$ cat config.mk
export PLATFORM = sky130hd
export DESIGN_NAME = apu_host_seq
export DESIGN_NICKNAME = d
export VERILOG_FILES = /design/src/rtl/apu_host_pkg.sv /design/src/rtl/apu_host_rdbuf.sv /design/src/rtl/apu_host_seq.sv
export SDC_FILE = /design/constraint.sdc
export NUM_CORES = 1
export LEC_CHECK = 0
export ABC_AREA = 1
export CORE_AREA = 4 4 174 108
export DETAILED_ROUTE_END_ITERATION = 10
export DIE_AREA = 0 0 178 112
export DONT_BUFFER_PORTS = 1
export GPL_ROUTABILITY_DRIVEN = 0
export GPL_TIMING_DRIVEN = 0
export HOLD_SLACK_MARGIN = 0.1
export SLEW_MARGIN = 10
export SYNTH_ARGS = -nofsm -noshare
export SYNTH_HDL_FRONTEND = slang
export SYNTH_SLANG_ARGS = --single-unit
$ cat constraint.sdc
create_clock -name clk -period 3.4 [get_ports clk]
set_input_delay 0.34 -clock clk [delete_from_list [all_inputs] [get_ports clk]]
set_output_delay 0.34 -clock clk [all_outputs]
set_load 0.005 [all_outputs]
$ cat src/rtl/apu_host_pkg.sv
// Shared definitions for the APU host sequencer: target address map, size limits,
// FSM state encoding and the RAM word-to-byte address helper.
package apu_host_pkg;

   localparam logic [13:0] RAM_CTRL_ADDR  = 14'h2000;
   localparam logic [13:0] RAM_SEL_ADDR   = 14'h2004;
   localparam logic [13:0] APU_READY_ADDR = 14'h2008;
   localparam logic [13:0] CPL_ADDR       = 14'h200C;
   localparam int          MAX_WORDS      = 2048;

   typedef enum logic [3:0] {
      IDLE,
      CLR,
      WR_SEL,
      WR_CTRL,
      LOAD,
      KICK,
      WAIT_INT,
      RD_CPL,
      CHK_CPL,
      UNLOAD,
      FIN
   } state_t;

   function automatic logic [12:0] word_byte_addr(input logic [10:0] idx);
      return {idx, 2'b00};
   endfunction

endpackage

$ cat src/rtl/apu_host_rdbuf.sv
// Two-entry 32-bit FIFO that holds unload read data until the result stream accepts it.
module apu_host_rdbuf (
   input  logic        clk,
   input  logic        rstn,
   input  logic        push,
   input  logic [31:0] push_data,
   input  logic        pop,
   output logic [31:0] head,
   output logic [1:0]  count
);

   logic [31:0] mem [2];
   logic        wr_ptr;
   logic        rd_ptr;
   logic        push_ok;
   logic        pop_ok;

   assign pop_ok  = pop && (count != 2'd0);
   assign push_ok = push && ((count != 2'd2) || pop_ok);

   always_ff @(posedge clk or negedge rstn) begin
      if (!rstn) begin
         mem[0] <= '0;
         mem[1] <= '0;
         wr_ptr <= 1'b0;
         rd_ptr <= 1'b0;
         count  <= 2'd0;
      end else begin
         if (push_ok) begin
            mem[wr_ptr] <= push_data;
            wr_ptr      <= ~wr_ptr;
         end
         if (pop_ok) begin
            rd_ptr <= ~rd_ptr;
         end
         count <= count + {1'b0, push_ok} - {1'b0, pop_ok};
      end
   end

   assign head = mem[rd_ptr];

endmodule

$ cat src/rtl/apu_host_seq.sv
// Host-side bus initiator running a full APU job: load RAM, program, kick, wait, unload.
// Optional watchdog on the completion wait is enabled by defining APU_HOST_TIMEOUT_EN.
module apu_host_seq
   import apu_host_pkg::*;
#(
   parameter int T_ADDR_WID = 14,
   parameter int LEN_WID    = 12,
   parameter int TMO_WID    = 20
) (
   input  logic                  clk,
   input  logic                  rstn,
   input  logic                  start,
   input  logic [7:0]            cfg_sel,
   input  logic [1:0]            cfg_ctrl,
   input  logic [LEN_WID-1:0]    cfg_wr_len,
   input  logic [LEN_WID-1:0]    cfg_rd_len,
   output logic                  busy,
   output logic                  done,
   output logic                  err,
   input  logic                  s_valid,
   output logic                  s_ready,
   input  logic [31:0]           s_data,
   output logic                  m_valid,
   input  logic                  m_ready,
   output logic [31:0]           m_data,
   output logic [T_ADDR_WID-1:0] t_waddr,
   output logic [T_ADDR_WID-1:0] t_raddr,
   output logic                  t_wren,
   output logic                  t_rden,
   output logic [31:0]           t_wdata,
   input  logic [31:0]           t_rdata,
   input  logic                  int_cal
);

   localparam logic [LEN_WID:0] MAX_LEN = (LEN_WID+1)'(MAX_WORDS);

   state_t           state;
   state_t           nxt;
   logic [7:0]       sel_q;
   logic [1:0]       ctrl_q;
   logic [LEN_WID:0] wr_len_q;
   logic [LEN_WID:0] rd_len_q;
   logic [LEN_WID:0] idx;
   logic [LEN_WID:0] idx_inc;
   logic             pend;
   logic             len_bad;
   logic             err_set;
   logic             err_clr;
   logic             buf_pop;
   logic [1:0]       buf_cnt;
   logic [31:0]      buf_head;
   logic [2:0]       occ;

   assign idx_inc = idx + 1'b1;
   assign len_bad = ({1'b0, cfg_wr_len} > MAX_LEN) || ({1'b0, cfg_rd_len} > MAX_LEN);
   assign occ     = 3'(buf_cnt) + 3'(pend) - 3'(buf_pop);

`ifdef APU_HOST_TIMEOUT_EN
   logic [TMO_WID-1:0] tmo_cnt;
   logic               tmo_hit;

   assign tmo_hit = &tmo_cnt;

   always_ff @(posedge clk or negedge rstn) begin
      if (!rstn) begin
         tmo_cnt <= '0;
      end else if (state != WAIT_INT) begin
         tmo_cnt <= '0;
      end else begin
         tmo_cnt <= tmo_cnt + 1'b1;
      end
   end
`endif

   always_ff @(posedge clk or negedge rstn) begin
      if (!rstn) begin
         state <= IDLE;
      end else begin
         state <= nxt;
      end
   end

   always_comb begin
      nxt     = state;
      t_wren  = 1'b0;
      t_rden  = 1'b0;
      t_waddr = '0;
      t_raddr = '0;
      t_wdata = '0;
      s_ready = 1'b0;
      done    = 1'b0;
      err_set = 1'b0;
      err_clr = 1'b0;
      buf_pop = 1'b0;
      case (state)
         IDLE: begin
            if (start) begin
               if (len_bad) begin
                  err_set = 1'b1;
                  nxt     = FIN;
               end else begin
                  err_clr = 1'b1;
                  nxt     = int_cal ? CLR : WR_SEL;
               end
            end
         end
         // err can only be set on entry here by the watchdog, so it selects the abort exit.
         CLR: begin
            t_rden  = 1'b1;
            t_raddr = T_ADDR_WID'(CPL_ADDR);
            nxt     = err ? FIN : WR_SEL;
         end
         WR_SEL: begin
            t_wren  = 1'b1;
            t_waddr = T_ADDR_WID'(RAM_SEL_ADDR);
            t_wdata = {24'b0, sel_q};
            nxt     = WR_CTRL;
         end
         WR_CTRL: begin
            t_wren  = 1'b1;
            t_waddr = T_ADDR_WID'(RAM_CTRL_ADDR);
            t_wdata = {30'b0, ctrl_q};
            nxt     = (wr_len_q == '0) ? KICK : LOAD;
         end
         LOAD: begin
            s_ready = 1'b1;
            if (s_valid) begin
               t_wren  = 1'b1;
               t_waddr = T_ADDR_WID'(word_byte_addr(idx[10:0]));
               t_wdata = s_data;
               if (idx_inc == wr_len_q) begin
                  nxt = KICK;
               end
            end
         end
         KICK: begin
            t_wren  = 1'b1;
            t_waddr = T_ADDR_WID'(APU_READY_ADDR);
            t_wdata = 32'd1;
            nxt     = WAIT_INT;
         end
         WAIT_INT: begin
            if (int_cal) begin
               nxt = RD_CPL;
            end
`ifdef APU_HOST_TIMEOUT_EN
            else if (tmo_hit) begin
               err_set = 1'b1;
               nxt     = CLR;
            end
`endif
         end
         RD_CPL: begin
            t_rden  = 1'b1;
            t_raddr = T_ADDR_WID'(CPL_ADDR);
            nxt     = CHK_CPL;
         end
         CHK_CPL: begin
            if (t_rdata[0]) begin
               nxt = (rd_len_q == '0) ? FIN : UNLOAD;
            end else begin
               err_set = 1'b1;
               nxt     = FIN;
            end
         end
         // Credit the same-cycle pop so a ready consumer sees one word per cycle.
         UNLOAD: begin
            buf_pop = m_valid && m_ready;
            if ((idx != rd_len_q) && (occ < 3'd2)) begin
               t_rden  = 1'b1;
               t_raddr = T_ADDR_WID'(word_byte_addr(idx[10:0]));
            end
            if ((idx == rd_len_q) && !pend && (buf_cnt == 2'd0)) begin
               nxt = FIN;
            end
         end
         FIN: begin
            done = 1'b1;
            nxt  = IDLE;
         end
         default: begin
            nxt = IDLE;
         end
      endcase
   end

   always_ff @(posedge clk or negedge rstn) begin
      if (!rstn) begin
         sel_q    <= '0;
         ctrl_q   <= '0;
         wr_len_q <= '0;
         rd_len_q <= '0;
      end else if ((state == IDLE) && start) begin
         sel_q    <= cfg_sel;
         ctrl_q   <= cfg_ctrl;
         wr_len_q <= {1'b0, cfg_wr_len};
         rd_len_q <= {1'b0, cfg_rd_len};
      end
   end

   // One word index serves both the load writes and the unload read issues.
   always_ff @(posedge clk or negedge rstn) begin
      if (!rstn) begin
         idx  <= '0;
         pend <= 1'b0;
         err  <= 1'b0;
      end else begin
         if ((state != LOAD) && (state != UNLOAD)) begin
            idx <= '0;
         end else if (t_wren || t_rden) begin
            idx <= idx_inc;
         end
         pend <= (state == UNLOAD) && t_rden;
         if (err_clr) begin
            err <= 1'b0;
         end else if (err_set) begin
            err <= 1'b1;
         end
      end
   end

   apu_host_rdbuf u_rdbuf (
      .clk       (clk),
      .rstn      (rstn),
      .push      (pend),
      .push_data (t_rdata),
      .pop       (buf_pop),
      .head      (buf_head),
      .count     (buf_cnt)
   );

   assign m_valid = (buf_cnt != 2'd0);
   assign m_data  = buf_head;
   assign busy    = (state != IDLE) && (state != FIN);

endmodule

After elaboration in Yosys (flattened, before gate mapping) --
Cells that the tools add are included. Widths: inputs -> output; s select.
Word-level totals: register bits after elaboration 121, input port bits 104, output and inout bits 99, word-level logic and storage cells 118
Operators by class: add/sub/neg operators 5, order comparisons 6, eq/ne operators 22, multiplexer cells 42, bitwise gates (word level) 4, reduce and logical (&&, ||, !) cells 26
Operators by type and width (number):
- $mux 32 | 5
- $pmux 32 s4 | 1
- $bwmux 64 | 1
- $pmux 14 s4 | 1
- $mux 13 | 4
- $pmux 4 s10 | 1
- $demux 32 s1 | 1
- $mux 4 | 7
- $pmux 14 s2 | 1
- $eq 13x12->1 | 2
- $logic_not 13->1 | 2
- $gt 12x12->1 const B | 2
- $eq 4x3->1 const B | 4
- $mux 1 | 14
- $add 13x1->13 const B | 1
- $ne 13x12->1 | 1
- $eq 4x4->1 const B | 3
- $ne 2x2->1 const B | 6
- $logic_and 1x1->1 | 11
- $eq 4x2->1 const B | 2
- $ne 4x4->1 const B | 2
- $mux 2 | 3
- $pmux 1 s2 | 3
- $reduce_bool 2->1 | 3
- other kinds (19) | 24

Longest topological paths before layout --
depth in word-level cells 11, mapped depth 18, gate-level depth less buffers 17

By module --
Synthesis repeated with hierarchy kept, for this count alone.
Second synthesis, totals: cells, all modules 961, area, all modules 6980.4 sq um
By module, submodules not included:
- apu_host_seq | instances 1, cells each 549, area an instance 3749.8 sq um, seq. area each 1326.3 sq um
- apu_host_rdbuf | instances 1, cells each 412, area an instance 3230.6 sq um, seq. area each 1701.6 sq um

Least setup slack after synthesis --
No wires, ideal clock.
path kind reg2out, start point register state[1], end point output port t_raddr[10], arrival time 2.341 ns, data required time 3.060 ns, slack 0.719 ns, cell stages (with the launch flop) 15, buffers on the path 1, cells stage by stage dfrtp_1 > nor2_1 > inv_2 > nor2_4 > nand2_2 > nor2_1 > ha_1 > inv_1 > nand2_1 > fa_1 > nand2_1 > nor3_1 > nand2_2 > buf_2 > nor2_1
On the way: word-level cells in the longest chain between the ends 7, elaborated cells on any way between the ends 10, classes of those cells add/sub: 1; order compare: 1; eq/ne: 3; mux: 3; reduce/logical: 2
RTL lines:
- from (decl) | line apu_host_seq.sv:37 | state_t state;
- from (signal assigned) | line apu_host_seq.sv:79 | state <= nxt;
- $eq 4x4->1 | line apu_host_seq.sv:95 | case (state)
- $mux 1 | line apu_host_seq.sv:95
- $sub 3x1->3 | line apu_host_seq.sv:56 | assign occ = 3'(buf_cnt) + 3'(pend) - 3'(buf_pop);
- $lt 3x2->1 | line apu_host_seq.sv:169 | if ((idx != rd_len_q) && (occ < 3'd2)) begin
- $logic_and 1x1->1 | line apu_host_seq.sv:169
- $mux 13 | line apu_host_seq.sv:169
- $pmux 14 s2 (*) | line apu_host_seq.sv:95
- to (decl) | line apu_host_seq.sv:27 | output logic [T_ADDR_WID-1:0] t_raddr,
Every way passes the cells marked *; elsewhere a longest branch is shown, timed or not.

Worst setup path after layout --
start point register state[1], end point output port t_raddr[9]
The elaborated chain is that of the path after synthesis.

==> results.yml <==
power_and_ir_drop:
  p_leak_nw: 4.019
  power_frac_comb_pct: 33.2
  pwr-share-clk_pct: 29.5
  switching_share_pct: 37.82
  power.density_nw_per_um2: 736.5
  p_int_w: 0.003767
  switchingPower_w: 0.002291
  p_seq_share_pct: 37.3
  peakVddDrop_mv: 0.2822
cts:
  cts_made_buffers: 17
  cts_root_buf: "clkbuf_16"
  worst_skew_pair.late_latency_ps: 400
  clock_path_buffers: 2
  clk_pin_slew_ps: 60
  htreeDepth: 4
  cts_tree: "built"
  cts.sinks: 121
place:
  dp.cells: 1107
  dpl.hpwl_um: 15430
  place_ws_ps: 447.6
  port_buffers: 0
layout:
  fill_cells: 1637
  seqCellArea_um2: 3030
  area_growth_syn_to_layout_pct: 21.36
  drive_above_1_share_pct: 15.57
  fin_cells: 1191
  n_antenna_cell: 0
  nets: 1054
  multi_input_area_um2: 3142
routing:
  drt_iter0_markers: 582
  remaining_drc_errors: 0
  vias: 6049
  wl_um: 20490
  first_pass_iters: 7
  ant_nets: 0
  viasPerCell: 5.079
  wl_per_cell_um: 17.21
timing:
  tightest_slew_ps: 716.5
  hold_viol_final: 0
  drv_slew: 0
  clock_skew_ps: 8.547
  fmax_ghz: 0.3159
  setup_tns_ps: 0
  finalWorstSetupSlack_ps: 234.9
  min_period_ps: 3165
  fin_crit_sh_pct: 93.09
  max-slew-margin-rel_pct: 52.23
  setup_violations: 0
die:
  row_count: 37
  die_h_um: 112
  initial_core_util_pct: 39.68
  die_w_um: 178
  io_pins: 203
  die_area_um2: 19940
  core_region_area_um2: 17080
critical_path:
  crit_type: "reg -> out"
  cp_max_fo: 10
  r2r-start: "state[1]"
  critical_path.endpoint: "t_raddr[9]"
  critPathCaptureType: "primary output"
  r2r_end: "idx[4]"
  startpoint: "state[1]"
  ff2ff_setup_slack_ps: 690
  start_kind: "flip-flop"
  r2r.worst_path.cells: 16
  worst_ep_arrival_time_ps: 2830
  crit_required_ps: 3060
global_routing:
  gr-total-overflow: 0
  grt_pass1_vias: 5686
  antenna_found_initial: 0
  grt_pass1_wl_um: 32070
  track_usage_pct: 20.79
  grt_max_degree: 122
logic_synthesis:
  ys_ff_latch: 121
  synth_area_per_cell_um2: 7.791
  seq_area_frac_synth_pct: 44.67
  synthArstFlopShare_pct: 100.0
  ys_types: 38
  synth_flop_cell: "dfrtp_1"
  synth.cell_area_um2: 6778
  synth_edf_count: 0
  syn-instance-count: 870
  yosys_warnings: 0
flow_run:
  max_cap_violations: 0
status:
  status: "complete, no violations"
hold_path:
  hold_class: "in -> reg"
## synthesized netlist by cell type, types with 2 or more instances
| master | instances | area, um^2 |
|---|---|---|
| nor2_1 | 87 | 326.6 |
| ha_1 | 4 | 50.05 |
| o22ai_1 | 4 | 25.02 |
| buf_4 | 5 | 37.54 |
| nor3_1 | 5 | 25.02 |
| nand2_2 | 5 | 31.28 |
| o21ai_2 | 32 | 280.3 |
| nand4_1 | 10 | 62.56 |
| o21ai_1 | 10 | 50.05 |
| buf_1 | 4 | 15.01 |
| nor2_4 | 3 | 33.78 |
| xnor2_1 | 4 | 35.03 |
| mux2_2 | 32 | 360.4 |
| nor4_1 | 4 | 25.02 |
| inv_2 | 9 | 33.78 |
| dfrtp_1 | 121 | 3028 |
| clkbuf_1 | 16 | 60.06 |
| a22o_1 | 6 | 52.55 |
| inv_1 | 99 | 371.6 |
| xor2_1 | 4 | 35.03 |
| buf_6 | 7 | 78.83 |
| nand3_2 | 2 | 20.02 |
| a21oi_1 | 6 | 30.03 |
| nor2_2 | 5 | 31.28 |
| buf_2 | 6 | 30.03 |
| nor2_8 | 2 | 40.04 |
| nand3_1 | 43 | 215.2 |
| nand2_1 | 262 | 983.4 |
| o21ai_0 | 64 | 320.3 |
## what timing repair did
action / 4_1_cts / 5_1_grt
hold endpoints to repair: 171 / 0
buffers inserted: 0 / 2
setup endpoints to repair: 0 / 12
gates resized for setup: 0 / 7
hold buffers: 51 / 0
## power groups by stage
| stage | clock (W) | combinational, W | sequential, W |
|---|---|---|---|
| after global routing | 0.00190 | 0.00227 | 0.00231 |
| after floorplan | 0 | 0.00149 | 0.00213 |
| final | 0.00179 | 0.00201 | 0.00226 |
| after global placement | 0 | 0.00188 | 0.00225 |
| after detailed placement | 0 | 0.00191 | 0.00225 |
| after CTS | 0.00184 | 0.00199 | 0.00224 |
## worst min-delay path by stage
| stage | cells past startpoint | startpoint | to | slack (ps) |
|---|---|---|---|---|
| after detailed placement | 0 | rstn | wr_len_q[2] | 50 |
| final | 2 | t_rdata[2] | u_rdbuf.mem[34] | 120 |
| after CTS | 2 | t_rdata[23] | u_rdbuf.mem[55] | 100 |
| after floorplan | 0 | rstn | ctrl_q[0] | 40 |
| after global routing | 2 | t_rdata[31] | u_rdbuf.mem[63] | 110 |
| after global placement | 0 | rstn | wr_len_q[0] | 50 |
## registers in the layout (all words and copies together), names as in the netlist
| name | count |
|---|---|
| ctrl_q | 2 |
| err | 1 |
| idx | 13 |
| pend | 1 |
| rd_len_q | 12 |
| sel_q | 8 |
| state | 4 |
| u_rdbuf.count | 2 |
| u_rdbuf.mem | 64 |
| u_rdbuf.rd_ptr | 1 |
| u_rdbuf.wr_ptr | 1 |
| wr_len_q | 12 |
## final cells by class
type                            instances  share of cell area [%]
Buffer                                 38                   2.768
Inverter                              108                   4.929
Clock buffer                           18                   5.339
Tap cell                              234                   3.559
Clock inverter                         13                   1.765
Timing Repair Buffer                   53                   6.602
Multi-Input combinational cell        606                   38.20
Sequential cell                       121                   36.84
## logic make-up (layout without fill, tap and decap cells)
logic type | count (synthesis) | after routing | share of synthesized area, %
simple gates | 433 | 433 | 27.21
fa+ha+maj | 5 | 5 | 1.034
compound gates | 124 | 124 | 11.43
other cells | 1 | 4 | 0.05533
buf+inv | 146 | 230 | 9.249
mux | 32 | 32 | 5.317
xor+xnor | 8 | 8 | 1.034
flops | 121 | 121 | 44.67
## stage by stage
stage / power (W) / util (%) / hold WS, ps / cell area, um^2
2_1_floorplan: 0.003621 / - / 44.41 / 6789
3_3_place_gp: 0.004134 / 41.46 / 46.99 / 7082
3_5_place_dp: 0.004162 / 41.46 / 47.21 / 7082
4_1_cts: 0.006066 / 47.97 / 100.6 / 8194
5_1_grt: 0.006485 / 48.15 / 111.6 / 8225
6_report: 0.006058 / 48.15 / 122.0 / 8225
## layout by cell type, fill, tap and decap left out, types with 8 or more instances in the layout
cell type,count
nand2_1,262
dfrtp_1,119
inv_1,99
nor2_1,86
o21ai_0,64
dlygate4sd3_1,50
nand3_1,43
o21ai_2,32
mux2_2,32
clkbuf_16,17
clkbuf_1,16
nand4_1,10
o21ai_1,10
inv_2,9
buf_6,8
## critical path, cell delays in order (launching register included)
cell,delay (ps)
dfrtp_2,440
nor2_2,150
inv_2,60
nor2_4,120
nand2_2,80
nor2_1,100
ha_1,230
inv_1,50
nand2_1,50
fa_1,480
nand2_1,60
nor3_2,170
nand2_2,150
buf_6,170
nor2_1,120
## metal layers
| layer | vias to the layer above | routed length (um) | track usage [%] |
|---|---|---|---|
| met2 | 260 | 8108 | 27.73 |
| met5 | - | 0 | 0 |
| met3 | 12 | 2004 | 7.499 |
| met4 | 0 | 162 | 4.995 |
| met1 | 2851 | 10220 | 31.66 |
| li1 | 2926 | - | - |
(Power assumes the default switching activity.)
